## config.mk

```make
export PLATFORM = sky130hd
export DESIGN_NAME = music_box_sequencer
export DESIGN_NICKNAME = d
export VERILOG_FILES = /design/src/rtl/music_box_pkg.sv /design/src/rtl/note_period_lut.sv /design/src/rtl/music_box_sequencer.sv
export SDC_FILE = /design/constraint.sdc
export NUM_CORES = 1
export LEC_CHECK = 0
export CORE_MARGIN = 2
export CORE_UTILIZATION = 55
export CTS_CLUSTER_SIZE = 30
export DETAILED_ROUTE_END_ITERATION = 12
export DONT_BUFFER_PORTS = 1
export PLACE_DENSITY = 0.73
export SYNTH_ARGS = -nofsm -noshare
export SYNTH_HDL_FRONTEND = slang
export SYNTH_SLANG_ARGS = --single-unit
export TNS_END_PERCENT = 100
```

## constraint.sdc

```tcl
create_clock -name clock -period 3.9 [get_ports clock]
set_clock_uncertainty 0.2 [all_clocks]
set_input_delay 0.585 -clock clock [delete_from_list [all_inputs] [get_ports clock]]
set_output_delay 0.585 -clock clock [all_outputs]
set_load 0.02 [all_outputs]
```

## src/rtl/music_box_pkg.sv

```systemverilog
// Shared constants, state encoding and song ROM field layout for the music box sequencer.
package music_box_pkg;

    localparam int unsigned NOTE_W = 8;
    localparam int unsigned DUR_W  = 8;

    localparam logic [NOTE_W-1:0] NOTE_REST = 8'h00;
    localparam logic [NOTE_W-1:0] NOTE_END  = 8'hFF;
    localparam logic [NOTE_W-1:0] NOTE_MIN  = 8'h01;
    localparam logic [NOTE_W-1:0] NOTE_MAX  = 8'h24;

    localparam int unsigned NOTE_MSB = 15;
    localparam int unsigned NOTE_LSB = 8;
    localparam int unsigned DUR_MSB  = 7;
    localparam int unsigned DUR_LSB  = 0;

    typedef enum logic [2:0] {
        ST_IDLE,
        ST_FETCH,
        ST_DECODE,
        ST_PLAY,
        ST_GAP
    } state_t;

endpackage

```

## src/rtl/note_period_lut.sv

```systemverilog
// Note code to square-wave period lookup; table built at elaboration from CLK_HZ.
module note_period_lut
    import music_box_pkg::*;
#(
    parameter int unsigned CLK_HZ = 50000000
) (
    input  logic [NOTE_W-1:0] code,
    output logic [31:0]       period_c
);

    localparam int unsigned NUM_NOTES = 36;
    localparam int unsigned MIDI_BASE = 48;

    // Equal temperament around A4 = 440 Hz, rounded to the nearest clock cycle.
    function automatic logic [31:0] note_period(input int unsigned midi);
        real freq;
        freq = 440.0 * (2.0 ** ((real'(midi) - 69.0) / 12.0));
        return 32'($rtoi(real'(CLK_HZ) / freq + 0.5));
    endfunction

    logic [31:0] table_w [NUM_NOTES];

    for (genvar i = 0; i < NUM_NOTES; i++) begin : g_tbl
        localparam logic [31:0] PERIOD = note_period(MIDI_BASE + i);
        assign table_w[i] = PERIOD;
    end

    always_comb begin
        period_c = '0;
        if ((code >= NOTE_MIN) && (code <= NOTE_MAX)) begin
            period_c = table_w[6'(code - NOTE_MIN)];
        end
    end

endmodule

```

## src/rtl/music_box_sequencer.sv

```systemverilog
// Walks a song ROM of {note, duration} entries and drives the square-wave voice
// with a note period and a gated play_note, followed by a fixed articulation gap.
module music_box_sequencer
    import music_box_pkg::*;
#(
    parameter int unsigned CLK_HZ    = 50000000,
    parameter int unsigned TICK_DIV  = 500000,
    parameter int unsigned GAP_TICKS = 2,
    parameter int unsigned ADDR_W    = 8
) (
    input  logic              clock,
    input  logic              reset,
    input  logic              start,
    input  logic              stop,
    input  logic              loop_en,
    output logic [ADDR_W-1:0] rom_addr,
    input  logic [15:0]       rom_data,
    output logic [31:0]       hz,
    output logic              play_note,
    output logic              busy,
    output logic              done
);

    localparam int unsigned TICK_W = (TICK_DIV > 1) ? $clog2(TICK_DIV) : 1;
    localparam int unsigned GAP_W  = (GAP_TICKS > 0) ? $clog2(GAP_TICKS + 1) : 1;
    localparam logic [TICK_W-1:0] TICK_LAST = TICK_W'(TICK_DIV - 1);
    localparam logic [GAP_W-1:0]  GAP_LAST  = GAP_W'(GAP_TICKS - 1);

    state_t             state;
    logic [TICK_W-1:0]  tick_cnt;
    logic [DUR_W-1:0]   dur_cnt;
    logic [GAP_W-1:0]   gap_cnt;

    logic [NOTE_W-1:0]  note;
    logic [DUR_W-1:0]   dur;
    logic [31:0]        lut_period;
    logic               is_note;
    logic               tick;

    assign note    = rom_data[NOTE_MSB:NOTE_LSB];
    assign dur     = rom_data[DUR_MSB:DUR_LSB];
    assign is_note = (note >= NOTE_MIN) && (note <= NOTE_MAX);
    assign tick    = (tick_cnt == TICK_LAST);

    note_period_lut #(
        .CLK_HZ (CLK_HZ)
    ) u_lut (
        .code     (note),
        .period_c (lut_period)
    );

    always_ff @(posedge clock) begin
        if (reset) begin
            state     <= ST_IDLE;
            rom_addr  <= '0;
            hz        <= '0;
            play_note <= 1'b0;
            busy      <= 1'b0;
            done      <= 1'b0;
            tick_cnt  <= '0;
            dur_cnt   <= '0;
            gap_cnt   <= '0;
        end else begin
            done <= 1'b0;
            // Stop wins over everything, including a held start.
            if (stop) begin
                state     <= ST_IDLE;
                rom_addr  <= '0;
                hz        <= '0;
                play_note <= 1'b0;
                busy      <= 1'b0;
            end else begin
                case (state)
                    ST_IDLE: begin
                        if (start) begin
                            state <= ST_FETCH;
                            busy  <= 1'b1;
                        end
                    end
                    ST_FETCH: begin
                        state <= ST_DECODE;
                    end
                    ST_DECODE: begin
                        if (note == NOTE_END) begin
                            rom_addr <= '0;
                            if (loop_en) begin
                                state <= ST_FETCH;
                            end else begin
                                state <= ST_IDLE;
                                hz    <= '0;
                                busy  <= 1'b0;
                                done  <= 1'b1;
                            end
                        end else if (dur == '0) begin
                            rom_addr <= rom_addr + ADDR_W'(1);
                            state    <= ST_FETCH;
                        end else begin
                            if (is_note) begin
                                hz <= lut_period;
                            end
                            play_note <= is_note;
                            dur_cnt   <= dur;
                            tick_cnt  <= '0;
                            state     <= ST_PLAY;
                        end
                    end
                    ST_PLAY: begin
                        tick_cnt <= tick ? '0 : tick_cnt + TICK_W'(1);
                        if (tick) begin
                            if (dur_cnt == DUR_W'(1)) begin
                                play_note <= 1'b0;
                                gap_cnt   <= '0;
                                state     <= ST_GAP;
                            end else begin
                                dur_cnt <= dur_cnt - DUR_W'(1);
                            end
                        end
                    end
                    ST_GAP: begin
                        tick_cnt <= tick ? '0 : tick_cnt + TICK_W'(1);
                        if (tick) begin
                            if (gap_cnt == GAP_LAST) begin
                                rom_addr <= rom_addr + ADDR_W'(1);
                                state    <= ST_FETCH;
                            end else begin
                                gap_cnt <= gap_cnt + GAP_W'(1);
                            end
                        end
                    end
                    default: begin
                        state <= ST_IDLE;
                    end
                endcase
            end
        end
    end

endmodule

```

## After elaboration in Yosys (flattened, before gate mapping)

Memories as Yosys holds them, arrays and structs flattened.
Index checks and enable logic that the tools add are counted.
W data, S select, Z words.

| word-level totals | value |
|---|---|
| flip-flop bits (word level) | 75 |
| ROM bits | 2048 |
| input bits | 21 |
| output and inout bits | 43 |
| memories | 1 |

Memory list:

| name | depth | width | read ports | clocked after memory_dff | write ports | line | source |
|---|---|---|---|---|---|---|---|
| (no name shown) | 64 | 32 | 1 | 0 | 0 | note_period_lut.sv:31 | `period_c = table_w[6'(code - NOTE_MIN)];` |

| cells by class | value |
|---|---|
| $add $sub $neg | 5 |
| magnitude comparators | 3 |
| eq/ne operators | 22 |
| mux-type cells | 44 |
| bitwise logic cells | 4 |
| reduce and logical (&&, ||, !) cells | 20 |

Operator list:

| cell | count |
|---|---|
| $mux W32 | 6 |
| $mux W8 | 8 |
| $mux W19 | 3 |
| $pmux W19 S2 | 1 |
| $pmux W8 S2 | 2 |
| $ne A2 B2 Y1 const B | 13 |
| $add A19 B1 Y19 const B | 1 |
| $eq A19 B19 Y1 const B | 1 |
| $mux W3 | 6 |
| $reduce_and A4 Y1 | 4 |
| $pmux W3 S5 | 1 |
| $reduce_and A6 Y1 | 2 |
| $reduce_bool A2 Y1 | 6 |
| $mux W2 | 5 |
| $reduce_and A5 Y1 | 2 |
| $mux W1 | 9 |
| $add A8 B1 Y8 const B | 1 |
| $eq A8 B1 Y1 const B | 1 |
| $eq A8 B8 Y1 const B | 1 |
| $ge A8 B1 Y1 const B | 1 |
| $le A8 B6 Y1 const B | 1 |
| $logic_not A8 Y1 | 1 |
| $sub A8 B1 Y8 const B | 1 |
| $ge A7 B7 Y1 const B | 1 |
| 15 further kinds | 20 |

## Logic depth before layout (Yosys ltp)

| logic depth | value |
|---|---|
| depth after elaboration | 8 |
| gate-level depth with buffers | 15 |
| mapped depth without buffers | 10 |

## Hierarchy

A second synthesis with hierarchy kept.

| unflattened totals | value |
|---|---|
| cell total of the unflattened synthesis | 753 |
| area total of the unflattened synthesis | 5771.8 um^2 |

By module, submodules not included:

| module | instances | cells an instance | area each (um^2) | sequential area each (um^2) |
|---|---|---|---|---|
| music_box_sequencer | 1 | 471 | 4000.1 | 1501.4 |
| note_period_lut | 1 | 282 | 1771.7 | 0.0 |

## Worst setup path before layout

Ideal clock, no wire load.

| timing path | value |
|---|---|
| path type | input port to flip-flop |
| start point | input port rom_data[8] |
| end point | register hz[10] |
| library setup time | 117 ps |
| arrival | 3297 ps |
| path slack | 286 ps |
| stages | 15 |
| buffers on the path | 5 |
| path through | clkbuf_1 > inv_1 > clkbuf_1 > ha_1 > clkbuf_1 > inv_1 > ha_1 > clkbuf_1 > clkbuf_1 > nor2_1 > nand3_1 > o211ai_1 > a22oi_1 > nand2_1 > a32o_1 |

| between the ends | value |
|---|---|
| longest elaborated chain between the ends | 8 |

RTL lines:

| item | line | source |
|---|---|---|
| start: declaration | music_box_sequencer.sv:17 | `input logic [15:0] rom_data,` |
| $sub A6 B1 Y6 | note_period_lut.sv:31 |  |
| $not A6 Y7 (not written as such) | note_period_lut.sv:31 |  |
| $mem_v2 Z64 W32 | n/a |  |
| $mux W32 (not written as such) (2 in a row) | note_period_lut.sv:31 |  |
| $mux W32 | music_box_sequencer.sv:98 | `if (is_note) begin` |
| $mux W32 | music_box_sequencer.sv:94 | `end else if (dur == '0) begin` |
| $mux W32 | music_box_sequencer.sv:84 | `if (note == NOTE_END) begin` |
| end signal: assignment | music_box_sequencer.sv:99 | `hz <= lut_period;` |
| end: declaration | music_box_sequencer.sv:18 | `output logic [31:0] hz,` |

Parallel ways exist; a longest one is shown, timed or not. The select of a mux whose other input is x is not followed.
A chain may end at the register's enable or synchronous reset.

## Worst setup path in the final report

| timing path | value |
|---|---|
| start point | register tick_cnt[0] |
| end point | register dur_cnt[0] |

| between the ends | value |
|---|---|
| longest elaborated chain between the ends | 3 |

RTL lines:

| item | line | source |
|---|---|---|
| start: declaration | music_box_sequencer.sv:30 | `logic [TICK_W-1:0] tick_cnt;` |
| start signal: assignment | music_box_sequencer.sv:108 | `tick_cnt <= tick ? '0 : tick_cnt + TICK_W'(1);` |
| start signal: assignment | music_box_sequencer.sv:120 | `tick_cnt <= tick ? '0 : tick_cnt + TICK_W'(1);` |
| $eq A19 B19 Y1 | music_box_sequencer.sv:43 | `assign tick = (tick_cnt == TICK_LAST);` |
| $ne A2 B2 Y1 (no line) | n/a |  |
| $reduce_and A6 Y1 (no line) | n/a |  |
| end signal: assignment | music_box_sequencer.sv:102 | `dur_cnt <= dur;` |
| end signal: assignment | music_box_sequencer.sv:115 | `dur_cnt <= dur_cnt - DUR_W'(1);` |
| end: declaration | music_box_sequencer.sv:31 | `logic [DUR_W-1:0] dur_cnt;` |

Every way passes these cells.

==> results.cfg <==
[pwr]
p_per_area_mw_per_mm2 = 290
cellLeakagePower_nw = 1.66
finalPower_mw = 1.39
ir_drop_mv = 0.180

[finish]
fillers = 777
drive_gt1_share_pct = 6.74
fin_cells = 728
nets = 654
final_cell_mix = nor2_1, nand2_1, dfxtp_1
layout_commonest_cell = nor2_1
design_area_mm2 = 0.00478
area_delta_synth_final_pct = 3.33
antenna_cells = 0

[global_route]
first_global_vias = 4120
grt_overflow = 0
grt_max_degree = 39
antenna_found_initial = 0
track_usage_pct = 28.5
grt_pass1_wl_um = 20500

[detailed_routing]
vias = 4842
dr.pass1.iters = 5
wirelength_um = 13300
drc_errors = 0
drt_iter0_markers = 495
ant_nets = 0
viasPerCell = 6.65
wl_per_cell_um = 18.3

[sta]
relSlewSlack_pct = 43.7
setup_violations = 0
setup_tns_ps = 0
slew_violations = 0
period_needed_ps = 3010
worstMarginPinSlew_ps = 839
final.period_utilization_pct = 77.3
hold_viol_final = 0
hold_slack_ps = 106
rsz0062_at_grt = false
max_freq_ghz = 0.332

[clock_network]
root_buffer = clkbuf_8
ctsResizeCount = 0
postCtsSetupBuffers = 0
tritoncts = built
numCtsBuffers = 9
clk_pin_slew_ps = 80
insertion_delay_ps = 340
cts.sinks = 62
htreeDepth = 3
cts_max_path_buffers = 2
hold_buffers = 0

[run]
cap_viol_max_count = 0

[yosys]
ys_ff_latch = 62
syn_avg_cell_area_um2 = 7.20
yosysTopAreaCell = dfxtp_1
ys.flop_type = dfxtp_1
synth_area_leaders = dfxtp_1, nor2_1, nand2_1, a21oi_1, o21ai_0
netlist_area_mm2 = 0.00462
synth_seq_area_share_pct = 26.8
synth_top_area_share_pct = 26.8
ys_types = 71
synth_edf_count = 0
ys_async_sr_fraction_pct = 0
syn_inst = 642
yosysWarnings = 0

[placement]
dpl_cell_area_mm2 = 0.00461
hpwlAfterDp_um = 9540
gp_congestion = 1.03
place_inst = 712
io_buffers = 0

[worst_hold_path]
hp-class = in -> reg

[critical_path]
crit_path_end_kind = register
cp-start-kind = register
cp.arrival_ps = 3090
path_class = reg -> reg
path_max_fanout = 13
cp.required_ps = 3970

[die]
coreArea_mm2 = 0.00818
die_h_um = 95.7
std_cell_rows = 33
ios = 64
dieArea_mm2 = 0.00916
start_util_pct = 56.6
die_w_um = 95.7

[status]
status = completed
==> per-layer routing <==
| layer | GRT usage [%] | vias to the layer above | wire [um] | part of all wire, % |
|---|---|---|---|---|
| met5 | 0 | - | 0 | 0 |
| met4 | 8.45 | 0 | 230 | 1.7 |
| met3 | 9.71 | 33 | 1710 | 13 |
| met2 | 40.7 | 300 | 5630 | 42 |
| met1 | 40.3 | 2229 | 5780 | 43 |
| li1 | - | 2280 | - | - |
==> final cells by class <==
type / instances / area, um2 / share of cell area [%]
clock buffers: 10 / 128 / 2.67
clock inverters: 6 / 38.8 / 0.812
inverters: 14 / 52.6 / 1.10
multi-input cells: 518 / 3090 / 64.7
flip-flops and latches: 62 / 1240 / 26.0
well taps: 105 / 131 / 2.75
repair buffers: 13 / 97.6 / 2.04
==> cells in the mapped netlist, types with 5 or more instances <==
cell type,number
nor2b_1,11
nor2_1,70
or3_1,8
nand2b_1,8
or4_1,8
and2_1,8
a2111oi_0,7
o21ai_0,43
a21oi_1,44
xor2_1,18
mux2i_1,5
buf_4,13
a31oi_1,9
and3_1,9
xnor2_1,7
inv_1,12
o211ai_1,9
a22oi_1,5
o31ai_1,10
clkbuf_1,34
dfxtp_1,62
ha_1,15
nor4_1,7
nor3_1,21
buf_2,6
a211oi_1,5
a211o_1,5
nand3_1,27
nand4_1,10
nand2_1,68
o22ai_1,5
==> state kept, by name, indices dropped and copies added (netlist names) <==
register	flops
hz	19
tick_cnt	19
dur_cnt	8
rom_addr	8
state	3
gap_cnt	2
busy	1
done	1
play_note	1
==> report_power, final <==
part | switching (mW) | total (mW) | internal, mW
Sequential | 0.00481 | 0.640 | 0.635
Combinational | 0.166 | 0.249 | 0.0830
Clock | 0.270 | 0.498 | 0.228
==> critical path, stage by stage (launching register included) <==
cell	delay (ps)
dfxtp_1	390
ha_1	300
nand4b_1	120
or3_1	440
or4b_1	510
a211o_1	460
or3_1	390
a21oi_1	130
==> stage by stage <==
stage / worst slack, ps / utilization [%]
after floorplan: 286 / -
after global placement: 680 / 56.4
after detailed placement: 687 / 56.4
after CTS: 933 / 58.4
after global routing: 769 / 58.4
final: 887 / 58.4
==> path summary, 6_finish.rpt <==
kind               start         end  slack [ps]  depth (start not counted)
max          tick_cnt[0]  dur_cnt[0]         890                          7
min                reset  dur_cnt[5]         110                          1
max reg2reg  tick_cnt[0]  dur_cnt[0]         890                          7
min reg2reg   dur_cnt[5]  dur_cnt[5]         270                          2
==> logic make-up after synthesis <==
family                   Yosys count  synth area share (%)
AO/OA/AOI/OAI                    182                  25.7
XOR/XNOR                          25                  4.73
adder cells (fa/ha/maj)           15                  4.06
buffers and inverters             74                  7.44
flip-flops                        62                  26.8
multiplexers                       5                  1.08
other                              1                0.0811
AND/OR/NAND/NOR                  278                  30.1
(Power assumes the default switching activity.)
